**src/rtl/instr_encoder_pkg.sv**
```systemverilog
// Shared definitions for the RV32IM instruction encoder:
// op selector, opcode/funct constants, immediate ranges and per-op control info.
package instr_encoder_pkg;

    typedef enum logic [5:0] {
        OP_LUI, OP_AUIPC, OP_JAL, OP_JALR,
        OP_BEQ, OP_BNE, OP_BLT, OP_BGE, OP_BLTU, OP_BGEU,
        OP_LB, OP_LH, OP_LW, OP_LBU, OP_LHU,
        OP_SB, OP_SH, OP_SW,
        OP_ADDI, OP_SLTI, OP_SLTIU, OP_XORI, OP_ORI, OP_ANDI,
        OP_SLLI, OP_SRLI, OP_SRAI,
        OP_ADD, OP_SUB, OP_SLL, OP_SLT, OP_SLTU,
        OP_XOR, OP_SRL, OP_SRA, OP_OR, OP_AND,
        OP_MUL, OP_MULH, OP_MULHSU, OP_MULHU,
        OP_DIV, OP_DIVU, OP_REM, OP_REMU
    } op_t;

    typedef enum logic [2:0] {
        FMT_R, FMT_I, FMT_SH, FMT_S, FMT_B, FMT_U, FMT_J, FMT_BAD
    } fmt_t;

    localparam logic [6:0] OPC_LUI    = 7'b0110111;
    localparam logic [6:0] OPC_AUIPC  = 7'b0010111;
    localparam logic [6:0] OPC_JAL    = 7'b1101111;
    localparam logic [6:0] OPC_JALR   = 7'b1100111;
    localparam logic [6:0] OPC_BRANCH = 7'b1100011;
    localparam logic [6:0] OPC_LOAD   = 7'b0000011;
    localparam logic [6:0] OPC_STORE  = 7'b0100011;
    localparam logic [6:0] OPC_OPIMM  = 7'b0010011;
    localparam logic [6:0] OPC_OP     = 7'b0110011;

    localparam logic [6:0] F7_BASE = 7'b0000000;
    localparam logic [6:0] F7_ALT  = 7'b0100000;
    localparam logic [6:0] F7_MUL  = 7'b0000001;

    localparam logic signed [31:0] IMM_I_MIN = -32'sd2048;
    localparam logic signed [31:0] IMM_I_MAX = 32'sd2047;
    localparam logic signed [31:0] IMM_B_MIN = -32'sd4096;
    localparam logic signed [31:0] IMM_B_MAX = 32'sd4094;
    localparam logic signed [31:0] IMM_J_MIN = -32'sd1048576;
    localparam logic signed [31:0] IMM_J_MAX = 32'sd1048574;

    typedef struct packed {
        fmt_t       fmt;
        logic [6:0] opcode;
        logic [2:0] funct3;
        logic [6:0] funct7;
    } control_info_t;

    typedef struct packed {
        logic [31:0] instr;
        logic [31:0] addr;
        logic        err;
    } out_word_t;

    function automatic control_info_t mk(fmt_t f, logic [6:0] o,
                                         logic [2:0] f3, logic [6:0] f7);
        control_info_t c;
        c.fmt    = f;
        c.opcode = o;
        c.funct3 = f3;
        c.funct7 = f7;
        return c;
    endfunction

    function automatic control_info_t control_info(op_t op);
        control_info_t c;
        c = mk(FMT_BAD, 7'd0, 3'd0, F7_BASE);
        case (op)
            OP_LUI:    c = mk(FMT_U, OPC_LUI,    3'd0, F7_BASE);
            OP_AUIPC:  c = mk(FMT_U, OPC_AUIPC,  3'd0, F7_BASE);
            OP_JAL:    c = mk(FMT_J, OPC_JAL,    3'd0, F7_BASE);
            OP_JALR:   c = mk(FMT_I, OPC_JALR,   3'd0, F7_BASE);
            OP_BEQ:    c = mk(FMT_B, OPC_BRANCH, 3'd0, F7_BASE);
            OP_BNE:    c = mk(FMT_B, OPC_BRANCH, 3'd1, F7_BASE);
            OP_BLT:    c = mk(FMT_B, OPC_BRANCH, 3'd4, F7_BASE);
            OP_BGE:    c = mk(FMT_B, OPC_BRANCH, 3'd5, F7_BASE);
            OP_BLTU:   c = mk(FMT_B, OPC_BRANCH, 3'd6, F7_BASE);
            OP_BGEU:   c = mk(FMT_B, OPC_BRANCH, 3'd7, F7_BASE);
            OP_LB:     c = mk(FMT_I, OPC_LOAD,   3'd0, F7_BASE);
            OP_LH:     c = mk(FMT_I, OPC_LOAD,   3'd1, F7_BASE);
            OP_LW:     c = mk(FMT_I, OPC_LOAD,   3'd2, F7_BASE);
            OP_LBU:    c = mk(FMT_I, OPC_LOAD,   3'd4, F7_BASE);
            OP_LHU:    c = mk(FMT_I, OPC_LOAD,   3'd5, F7_BASE);
            OP_SB:     c = mk(FMT_S, OPC_STORE,  3'd0, F7_BASE);
            OP_SH:     c = mk(FMT_S, OPC_STORE,  3'd1, F7_BASE);
            OP_SW:     c = mk(FMT_S, OPC_STORE,  3'd2, F7_BASE);
            OP_ADDI:   c = mk(FMT_I, OPC_OPIMM,  3'd0, F7_BASE);
            OP_SLTI:   c = mk(FMT_I, OPC_OPIMM,  3'd2, F7_BASE);
            OP_SLTIU:  c = mk(FMT_I, OPC_OPIMM,  3'd3, F7_BASE);
            OP_XORI:   c = mk(FMT_I, OPC_OPIMM,  3'd4, F7_BASE);
            OP_ORI:    c = mk(FMT_I, OPC_OPIMM,  3'd6, F7_BASE);
            OP_ANDI:   c = mk(FMT_I, OPC_OPIMM,  3'd7, F7_BASE);
            OP_SLLI:   c = mk(FMT_SH, OPC_OPIMM, 3'd1, F7_BASE);
            OP_SRLI:   c = mk(FMT_SH, OPC_OPIMM, 3'd5, F7_BASE);
            OP_SRAI:   c = mk(FMT_SH, OPC_OPIMM, 3'd5, F7_ALT);
            OP_ADD:    c = mk(FMT_R, OPC_OP,     3'd0, F7_BASE);
            OP_SUB:    c = mk(FMT_R, OPC_OP,     3'd0, F7_ALT);
            OP_SLL:    c = mk(FMT_R, OPC_OP,     3'd1, F7_BASE);
            OP_SLT:    c = mk(FMT_R, OPC_OP,     3'd2, F7_BASE);
            OP_SLTU:   c = mk(FMT_R, OPC_OP,     3'd3, F7_BASE);
            OP_XOR:    c = mk(FMT_R, OPC_OP,     3'd4, F7_BASE);
            OP_SRL:    c = mk(FMT_R, OPC_OP,     3'd5, F7_BASE);
            OP_SRA:    c = mk(FMT_R, OPC_OP,     3'd5, F7_ALT);
            OP_OR:     c = mk(FMT_R, OPC_OP,     3'd6, F7_BASE);
            OP_AND:    c = mk(FMT_R, OPC_OP,     3'd7, F7_BASE);
            OP_MUL:    c = mk(FMT_R, OPC_OP,     3'd0, F7_MUL);
            OP_MULH:   c = mk(FMT_R, OPC_OP,     3'd1, F7_MUL);
            OP_MULHSU: c = mk(FMT_R, OPC_OP,     3'd2, F7_MUL);
            OP_MULHU:  c = mk(FMT_R, OPC_OP,     3'd3, F7_MUL);
            OP_DIV:    c = mk(FMT_R, OPC_OP,     3'd4, F7_MUL);
            OP_DIVU:   c = mk(FMT_R, OPC_OP,     3'd5, F7_MUL);
            OP_REM:    c = mk(FMT_R, OPC_OP,     3'd6, F7_MUL);
            OP_REMU:   c = mk(FMT_R, OPC_OP,     3'd7, F7_MUL);
            default:   c = mk(FMT_BAD, 7'd0, 3'd0, F7_BASE);
        endcase
        return c;
    endfunction

endpackage

```
**src/rtl/instr_encoder_if.sv**
```systemverilog
// Request/response handshake bundle between a requester and the encoder.
interface instr_encoder_if;
    import instr_encoder_pkg::*;

    logic        in_valid;
    logic        in_ready;
    op_t         in_op;
    logic [4:0]  in_rd;
    logic [4:0]  in_rs1;
    logic [4:0]  in_rs2;
    logic [31:0] in_imm;
    logic        out_valid;
    logic        out_ready;
    logic [31:0] out_instr;
    logic [31:0] out_addr;
    logic        out_err;

    modport master (
        output in_valid, in_op, in_rd, in_rs1, in_rs2, in_imm, out_ready,
        input  in_ready, out_valid, out_instr, out_addr, out_err
    );

    modport slave (
        input  in_valid, in_op, in_rd, in_rs1, in_rs2, in_imm, out_ready,
        output in_ready, out_valid, out_instr, out_addr, out_err
    );

endinterface

```
**src/rtl/instr_encoder_format.sv**
```systemverilog
// Combinational field packer and immediate range checker.
module instr_format
    import instr_encoder_pkg::*;
(
    input  op_t         op_i,
    input  logic [4:0]  rd_i,
    input  logic [4:0]  rs1_i,
    input  logic [4:0]  rs2_i,
    input  logic [31:0] imm_i,
    output logic [31:0] instr_o,
    output logic        err_o
);

    control_info_t     ci;
    logic signed [31:0] simm;
    logic [31:0]       word;
    logic              bad;

    assign simm = imm_i;

    always_comb begin
        ci   = control_info(op_i);
        word = '0;
        bad  = 1'b0;
        case (ci.fmt)
            FMT_R: word = {ci.funct7, rs2_i, rs1_i, ci.funct3, rd_i, ci.opcode};
            FMT_I: begin
                word = {imm_i[11:0], rs1_i, ci.funct3, rd_i, ci.opcode};
                bad  = (simm < IMM_I_MIN) || (simm > IMM_I_MAX);
            end
            FMT_SH: begin
                word = {ci.funct7, imm_i[4:0], rs1_i, ci.funct3, rd_i, ci.opcode};
                bad  = |imm_i[31:5];
            end
            FMT_S: begin
                word = {imm_i[11:5], rs2_i, rs1_i, ci.funct3,
                        imm_i[4:0], ci.opcode};
                bad  = (simm < IMM_I_MIN) || (simm > IMM_I_MAX);
            end
            FMT_B: begin
                word = {imm_i[12], imm_i[10:5], rs2_i, rs1_i, ci.funct3,
                        imm_i[4:1], imm_i[11], ci.opcode};
                bad  = imm_i[0] || (simm < IMM_B_MIN) || (simm > IMM_B_MAX);
            end
            FMT_U: begin
                word = {imm_i[31:12], rd_i, ci.opcode};
                bad  = |imm_i[11:0];
            end
            FMT_J: begin
                word = {imm_i[20], imm_i[10:1], imm_i[11], imm_i[19:12],
                        rd_i, ci.opcode};
                bad  = imm_i[0] || (simm < IMM_J_MIN) || (simm > IMM_J_MAX);
            end
            default: bad = 1'b1;
        endcase
        instr_o = bad ? 32'h0 : word;
        err_o   = bad;
    end

endmodule

```
**src/rtl/instr_encoder.sv**
```systemverilog
// RV32IM encoder: one-cycle latency with an output register plus skid slot,
// sequential address assignment and a saturating error counter.
module instr_encoder
    import instr_encoder_pkg::*;
#(
    parameter logic [31:0] BASE_ADDR = 32'h0000_0000
) (
    input  logic                  clk_i,
    input  logic                  rstn_i,
    instr_encoder_if.slave        bus,
    output logic [15:0]           err_count_o
);

    typedef enum logic [1:0] {EMPTY, ONE, TWO} state_t;

    state_t      state_q, state_d;
    out_word_t   out_q, skid_q, enc_w;
    logic [31:0] addr_q;
    logic [15:0] err_cnt_q;
    logic        in_ready_q, out_valid_q;
    logic        accept, drain;
    logic [31:0] f_instr;
    logic        f_err;

    instr_format u_fmt (
        .op_i    (bus.in_op),
        .rd_i    (bus.in_rd),
        .rs1_i   (bus.in_rs1),
        .rs2_i   (bus.in_rs2),
        .imm_i   (bus.in_imm),
        .instr_o (f_instr),
        .err_o   (f_err)
    );

    assign accept = bus.in_valid & in_ready_q;
    assign drain  = out_valid_q & bus.out_ready;
    assign enc_w  = '{instr: f_instr, addr: addr_q, err: f_err};

    always_comb begin
        state_d = state_q;
        unique case (1'b1)
            state_q == EMPTY: if (accept) state_d = ONE;
            state_q == ONE: begin
                if (accept && !drain) state_d = TWO;
                else if (drain && !accept) state_d = EMPTY;
            end
            state_q == TWO: if (drain) state_d = ONE;
            default: state_d = EMPTY;
        endcase
    end

    always_ff @(posedge clk_i) begin
        if (!rstn_i) begin
            state_q     <= EMPTY;
            in_ready_q  <= 1'b1;
            out_valid_q <= 1'b0;
            out_q       <= '{instr: 32'h0, addr: BASE_ADDR, err: 1'b0};
            skid_q      <= '0;
            addr_q      <= BASE_ADDR;
            err_cnt_q   <= '0;
        end else begin
            state_q     <= state_d;
            in_ready_q  <= (state_d != TWO);
            out_valid_q <= (state_d != EMPTY);
            if (accept) addr_q <= addr_q + 32'd4;
            // Skid only fills when the output is occupied and not draining
            if (state_q == TWO) begin
                if (drain) out_q <= skid_q;
            end else if (accept) begin
                if (state_q == EMPTY || drain) out_q <= enc_w;
                else skid_q <= enc_w;
            end
            if (drain && out_q.err && err_cnt_q != 16'hFFFF)
                err_cnt_q <= err_cnt_q + 16'd1;
        end
    end

    assign bus.in_ready  = in_ready_q;
    assign bus.out_valid = out_valid_q;
    assign bus.out_instr = out_q.instr;
    assign bus.out_addr  = out_q.addr;
    assign bus.out_err   = out_q.err;
    assign err_count_o   = err_cnt_q;

endmodule

```
**src/flat_wrapper.sv**
```systemverilog
// flat-port wrapper written by rule: the top's interface ports become plain ports
module instr_encoder_flat import instr_encoder_pkg::*;
#(
    parameter logic [31:0] BASE_ADDR = 32'h0000_0000
)
  (clk_i, rstn_i, err_count_o, bus_in_valid, bus_in_op, bus_in_rd, bus_in_rs1, bus_in_rs2, bus_in_imm, bus_out_ready, bus_in_ready, bus_out_valid, bus_out_instr, bus_out_addr, bus_out_err);
  instr_encoder_if bus_i ();
  input  logic clk_i;
  input  logic rstn_i;
  output logic [15:0] err_count_o;
  input wire logic [$bits(bus_i.in_valid)-1:0] bus_in_valid;
  input wire logic [$bits(bus_i.in_op)-1:0] bus_in_op;
  input wire logic [$bits(bus_i.in_rd)-1:0] bus_in_rd;
  input wire logic [$bits(bus_i.in_rs1)-1:0] bus_in_rs1;
  input wire logic [$bits(bus_i.in_rs2)-1:0] bus_in_rs2;
  input wire logic [$bits(bus_i.in_imm)-1:0] bus_in_imm;
  input wire logic [$bits(bus_i.out_ready)-1:0] bus_out_ready;
  output wire logic [$bits(bus_i.in_ready)-1:0] bus_in_ready;
  output wire logic [$bits(bus_i.out_valid)-1:0] bus_out_valid;
  output wire logic [$bits(bus_i.out_instr)-1:0] bus_out_instr;
  output wire logic [$bits(bus_i.out_addr)-1:0] bus_out_addr;
  output wire logic [$bits(bus_i.out_err)-1:0] bus_out_err;
  assign bus_i.in_valid = bus_in_valid;
  assign bus_i.in_op = bus_in_op;
  assign bus_i.in_rd = bus_in_rd;
  assign bus_i.in_rs1 = bus_in_rs1;
  assign bus_i.in_rs2 = bus_in_rs2;
  assign bus_i.in_imm = bus_in_imm;
  assign bus_i.out_ready = bus_out_ready;
  assign bus_in_ready = bus_i.in_ready;
  assign bus_out_valid = bus_i.out_valid;
  assign bus_out_instr = bus_i.out_instr;
  assign bus_out_addr = bus_i.out_addr;
  assign bus_out_err = bus_i.out_err;
  instr_encoder #(.BASE_ADDR(BASE_ADDR)) u_core (.clk_i(clk_i), .rstn_i(rstn_i), .bus(bus_i), .err_count_o(err_count_o));
endmodule
```
**config.mk**
```make
export PLATFORM = sky130hd
export DESIGN_NAME = instr_encoder_flat
export DESIGN_NICKNAME = d
export VERILOG_FILES = /design/src/rtl/instr_encoder_pkg.sv /design/src/rtl/instr_encoder_if.sv /design/src/rtl/instr_encoder_format.sv /design/src/rtl/instr_encoder.sv /design/src/flat_wrapper.sv
export SDC_FILE = /design/constraint.sdc
export NUM_CORES = 1
export LEC_CHECK = 0
export BUFFER_PORTS_ARGS = -buffer_cell sky130_fd_sc_hd__buf_4
export CORE_MARGIN = 2
export CORE_UTILIZATION = 40
export DETAILED_ROUTE_END_ITERATION = 6
export PLACE_DENSITY_LB_ADDON = 0.1
export REMOVE_ABC_BUFFERS = 1
export SLEW_MARGIN = 15
export SYNTH_ARGS = -nofsm -noshare
export SYNTH_HDL_FRONTEND = slang
export SYNTH_HIERARCHICAL = 1
export SYNTH_SLANG_ARGS = --single-unit
export TNS_END_PERCENT = 100
```
**constraint.sdc**
```tcl
create_clock -name clk_i -period 3.3 [get_ports clk_i]
set_input_delay 0.33 -clock clk_i [delete_from_list [all_inputs] [get_ports clk_i]]
set_output_delay 0.33 -clock clk_i [all_outputs]
set_load 0.005 [all_outputs]
```
==> reports/metrics.csv, run 1 <==
metric;value;unit
status;completed;
Yosys cell types;69;
top cell type's share of synthesized area;39.2;%
routed vias/inst;5.74;
Warnings, synthesis;6;
post-synthesis simple-gate area fraction;24.9;%
Seq/Total Area, Yosys;39.2;%
Nets;1242;
routability cong.;0.914;
Starting DRT DRC Count;508;
critical path arrival;2.88;ns
combinational share of power;19.3;%
n_diodes;0;
number of enable flip-flop cells after synthesis;0;
share of the clock period used by the worst path;78.3;%
Routed Antenna Nets;0;
Longest Clk Path Bufs;2;
clock share of power;38.6;%
Die Y;154;um
sw power;1.63;mW
Least-Margin Pin Slew;0.798;ns
asr flop ratio synth;0;%
DP Area;10300;um^2
worst vdd ir;0.000324;V
# hold bufs at CTS;0;
Max-Cap Viols;0;
Net Sw Frac;29.3;%
Flop pwr share;42.1;%
register clock-pin slew on the reported worst setup and hold paths;0.07;ns
dpl ws;0.296;ns
number of global-route vias before repair;7638;
Final Slew Violations;0;
Worst Path Required;3.60;ns
Post-Synth Adder-Cell Area;1.25;%
largest net degree at the start of global routing;66;
WS Path Type;in2reg;
total gr overflow;0;
Post-Syn Instances;1082;
main combinational cell family by area after synthesis;simple AND/OR/NAND/NOR gates;
Post-synth top flop;dfxtp_1;
RSZ-0062 raised after global routing;false;
1st-pass router iterations;4;
multiplexer share of the synthesized area;8.37;%
Post-Synth XOR/XNOR Area;0.975;%
Horiz. Die Dim;154;um
CTS tree;built;
Area contributors post-synth;dfxtp_1 39%, mux2i_1 8.2%, nand2_1 7.4%;
Post-Place Cells;1437;
Max transition margin;46.8;%
num ports;140;
H-tree depth;4;
Critical Path Fanout Max;17;
Starting Density;40.9;%
Max Clk Rate;387;MHz
Worst setup SP type;input pin;
post-CTS sizing;0;
Final HPWL DP;17200;um
Total GRT Usage;22.0;%
Final Setup Violations;0;
register bit count reported by yosys;176;
Tmin final;2.58;ns
Synth Cell Area;8980;um^2
area growth from synthesis to layout;21.2;%
Cell Pwr Density;510;nW/um^2
final worst clock skew;0.00925;ns
layout cells sized above 1;20.2;%
Compound-Gate Fraction of Synth Area;20.6;%
root buffer cell;clkbuf_16;
initial antenna violation count;0;
Worst Hold Class;in2reg;
Int Pwr;3.92;mW
Skew-Pair Late Insertion Delay;0.43;ns
Port Buffers;137;
Cell Count, Final, Fillers Out;1469;
CTS sink cnt;176;
area leader, netlist;dfxtp_1;
wire per inst;17.8;um
fill cell count;2132;
first-pass GRT wire length;42000;um
Tot Pwr;5.55;mW
Final Hold Viols;0;
Avg Inst Size Synth;8.30;um^2
Core Area;22000;um^2
Num CTS Buffers;17;
DRC Markers;0;
via count;8426;
Core Rows;54;
final core occ;49.6;%
post-route cell area;10900;um^2
post-CTS setup buffers;0;
total routed wirelength;26200;um
crit path capture type;flip-flop;
setup ws final;0.716;ns
Die Area;23700;um^2
leakage power;4.13;nW
==> per-layer routing <==
layer | GRT usage (%) | wire length, um
met4 | 7.25 | 558
met2 | 33.6 | 11600
met5 | 0 | 0
met3 | 3.66 | 1160
met1 | 31.5 | 12800
==> stage by stage <==
stage,hold WS [ns],setup TNS (ns)
after floorplan,0.423,-52.56
after global placement,0.440,0
after detailed placement,0.446,0
after CTS,0.267,0
after global routing,0.291,0
final,0.280,0
==> sequential cells by signal (all words and copies together), names as in the netlist <==
register and cells:
u_core/bus.in_ready 1, u_core/bus.out_err 1, u_core/bus.out_instr 32, u_core/state_q 2, u_core/skid_q 63, u_core/addr_q 30
u_core/err_count_o 16, u_core/bus.out_addr 30, u_core/bus.out_valid 1
==> cell usage in the layout (no fill, tap or decap), drive strengths merged, types with 6 or more instances in the layout <==
master  count
dfxtp     176
nand4      16
nand2b     21
and4        7
nor2       29
a21oi      98
nand3      30
o31ai      12
a22oi      19
or3        10
buf       159
nor4       13
or4        18
o21ai      28
and3        6
nand2     177
clkbuf     17
inv        22
nor3       93
ha          9
a211oi     76
mux2i      74
==> power by group through the flow <==
| stage | combinational (mW) | sequential (mW) | clock, mW |
|---|---|---|---|
| 3_3_place_gp | 1.07 | 2.39 | 0 |
| 3_5_place_dp | 1.08 | 2.39 | 0 |
| 5_1_grt | 1.16 | 2.36 | 2.29 |
| 6_report | 1.07 | 2.34 | 2.14 |
| 4_1_cts | 1.08 | 2.34 | 2.20 |
| 2_1_floorplan | 0.573 | 2.37 | 0 |
==> worst max-delay path, cell delays in order <==
cell and delay [ns]:
buf_4 0.12, inv_1 0.10, ha_1 0.22, o21ba_2 0.21, o221ai_1 0.40, and3_1 0.32, a31oi_1 0.09, o2111ai_4 0.34
buf_4 0.38, nor3_2 0.10, mux2i_1 0.16, a211oi_1 0.09
==> kinds of logic (layout without fill, tap and decap cells) <==
family | Yosys count | after routing
AOI/OAI and AO/OA | 274 | 274
xor gates and xnor gates | 10 | 10
adders and majority gates | 9 | 9
buffers and inverters | 100 | 206
DFF | 176 | 176
muxes | 75 | 75
other | 1 | 2
and+or+nand+nor | 437 | 437
==> synthesized netlist by cell type, drive strengths merged, types with 3 or more instances <==
library cell,instances
nand2,177
dfxtp,176
a21oi,98
nor3,93
a211oi,76
mux2i,74
clkbuf,65
nand3,30
nor2,29
o21ai,28
nand2b,21
buf,20
a22oi,19
or4,18
nand4,16
inv,15
nor4,13
o31ai,12
or3,10
ha,9
and4,7
and3,6
a221oi,5
nor2b,5
o211ai,5
xnor2,5
xor2,5
a31oi,4
or2,4
and2,3
o221ai,3
o311ai,3
==> worst paths after layout <==
kind                     start                  endpoint  slack [ns]  cells past startpoint
min                     rstn_i       u_core/bus.in_ready        0.28                      2
min reg2reg  u_core/skid_q[55]         u_core/skid_q[55]        0.45                      2
max               bus_in_op[0]  u_core/bus.out_instr[26]        0.72                     12
max reg2reg   u_core/addr_q[3]         u_core/addr_q[24]        1.00                      5
==> final cells by class <==
class	instances	area [um^2]	share of cell area (%)
inverters	15	58.8	0.540
clock inverters	15	199	1.83
multi-input cells	807	5100	46.8
repair buffers	159	1230	11.3
flip-flops and latches	176	3520	32.4
well taps	280	350	3.22
clock buffers	17	425	3.91
No activity file was read; power rests on OpenSTA's default activity.
==> run 2, diff against run 1 <==
clock period = 2.3 ns   (was 3.3 ns; I/O delays follow)
==> reports/metrics.csv, run 2 (same netlist as run 1, synthesis figures left out) <==
metric;value;unit
status;completed;
DP Area;11200;um^2
num ports;140;
routed vias/inst;5.53;
critical path arrival;2.57;ns
final worst clock skew;0.0147;ns
Critical Path Fanout Max;6;
CTS sink cnt;176;
Horiz. Die Dim;154;um
total routed wirelength;27800;um
max FFs per register;63;
Cell Pwr Density;656;nW/um^2
most frequent cells in the layout;275 x buf_4, 176 x nand2_1, 176 x dfxtp_1;
worst reg2reg path startpoint;u_core/addr_q[10];
crit-path max cell delay;0.54;ns
wire per inst;17.3;um
total gr overflow;0;
largest net degree at the start of global routing;64;
first-pass GRT wire length;43900;um
Die Y;154;um
Cell Count, Final, Fillers Out;1602;
post-route cell area;12200;um^2
register clock-pin slew on the reported worst setup and hold paths;0.07;ns
Int Pwr;5.56;mW
Die Area;23700;um^2
Least-Margin Pin Slew;0.675;ns
Starting Density;40.9;%
Bufs and invs on worst path;3;
Final HPWL DP;18900;um
Longest Clk Path Bufs;2;
Net Sw Frac;30.6;%
n_diodes;0;
Worst setup SP type;input pin;
number of global-route vias before repair;8146;
root buffer cell;clkbuf_16;
initial antenna violation count;0;
Worst Setup SP;bus_in_imm[19];
# hold bufs at CTS;0;
Final Slew Violations;0;
Final Hold Viols;0;
H-tree depth;4;
Post-Place Cells;1553;
DRC Markers;0;
Core Area;22000;um^2
Tmin final;2.23;ns
Starting DRT DRC Count;467;
Worst path top cell family by delay;compound AO/OA/AOI/OAI gates;
share of the clock period used by the worst path;97.0;%
critical-path cell with the highest stage delay;or4_4;
Routed Antenna Nets;0;
final core occ;55.6;%
clock share of power;33.6;%
via count;8859;
setup_tns;0;ns
Worst Hold Class;in2reg;
CTS tree;built;
WS Path Type;in2reg;
Flop pwr share;41.8;%
worst min-delay path startpoint;rstn_i;
leakage power;4.85;nW
Port Buffers;137;
worst vdd ir;0.000436;V
dpl ws;-0.441;ns
Max-Cap Viols;0;
hold_ws;0.182;ns
Skew-Pair Late Insertion Delay;0.43;ns
Max Clk Rate;448;MHz
Max transition margin;55.0;%
Final Setup Violations;0;
routability cong.;0.910;
Tot Pwr;8.00;mW
fill cell count;2071;
layout cells sized above 1;29.3;%
Worst Path Required;2.64;ns
Total GRT Usage;22.8;%
combinational share of power;24.7;%
most common cell after layout, fill and taps aside;buf_4;
crit path capture type;flip-flop;
area growth from synthesis to layout;35.8;%
worst-path cell chain;buf_4 -> or4_4 -> nor2_4 -> a22oi_2 -> o311ai_4 -> o2111ai_4 -> buf_6 -> clkbuf_16 -> a211oi_4 -> mux2i_1 -> a211oi_1;
Nets;1376;
RSZ-0062 raised after global routing;true;
Num CTS Buffers;17;
setup ws final;0.0690;ns
sw power;2.45;mW
Top reg by flops;u_core/skid_q;
Core Rows;54;
1st-pass router iterations;5;
==> run 2: cell count changes in the layout (fill, tap and decap cells not counted), sizes merged <==
cell      change
clkinvlp      +3
buf         +131
clkbuf        +6
clkinv        -1
inv           -3
bufinv        -3
==> run 2: layout make-up <==
cell class	instances	area, um^2	area share (%)
Multi-Input combinational cell	807	5340	43.8
Clock buffer	20	437	3.58
Clock inverter	11	82.6	0.677
Tap cell	280	350	2.87
Sequential cell	176	3520	28.9
Timing Repair Buffer	293	2410	19.7
Inverter	15	58.8	0.482
==> run 2: final timing paths <==
check / slack [ns] / cells past startpoint / endpoint
setup / recovery: 0.07 / 11 / u_core/bus.out_instr[14]
hold / removal: 0.18 / 2 / u_core/bus.in_ready
setup reg to reg: 0.20 / 4 / u_core/addr_q[27]
hold reg to reg: 0.45 / 2 / u_core/skid_q[13]
==> run 2: metal layers <==
metal	track usage (%)	share of wire [%]	up-vias
li1	-	-	4402
met1	32.2	48	4222
met2	36.3	46	207
met3	3.16	3.8	28
met4	6.45	1.7	0
met5	0	0	-
==> run 2: what timing repair did <==
item	in CTS	in global routing
resized for setup	0	48
hold endpoints to repair	0	0
setup endpoints to repair	0	39
buffers inserted	0	14
==> run 2: power groups by stage <==
stage                     logic (mW)  clock network (mW)  registers [mW]
final                           1.97                2.69            3.34
after global routing            2.13                2.89            3.37
after floorplan                0.823                   0            3.41
after global placement          1.75                   0            3.41
after detailed placement        1.75                   0            3.42
after CTS                       1.75                2.76            3.35
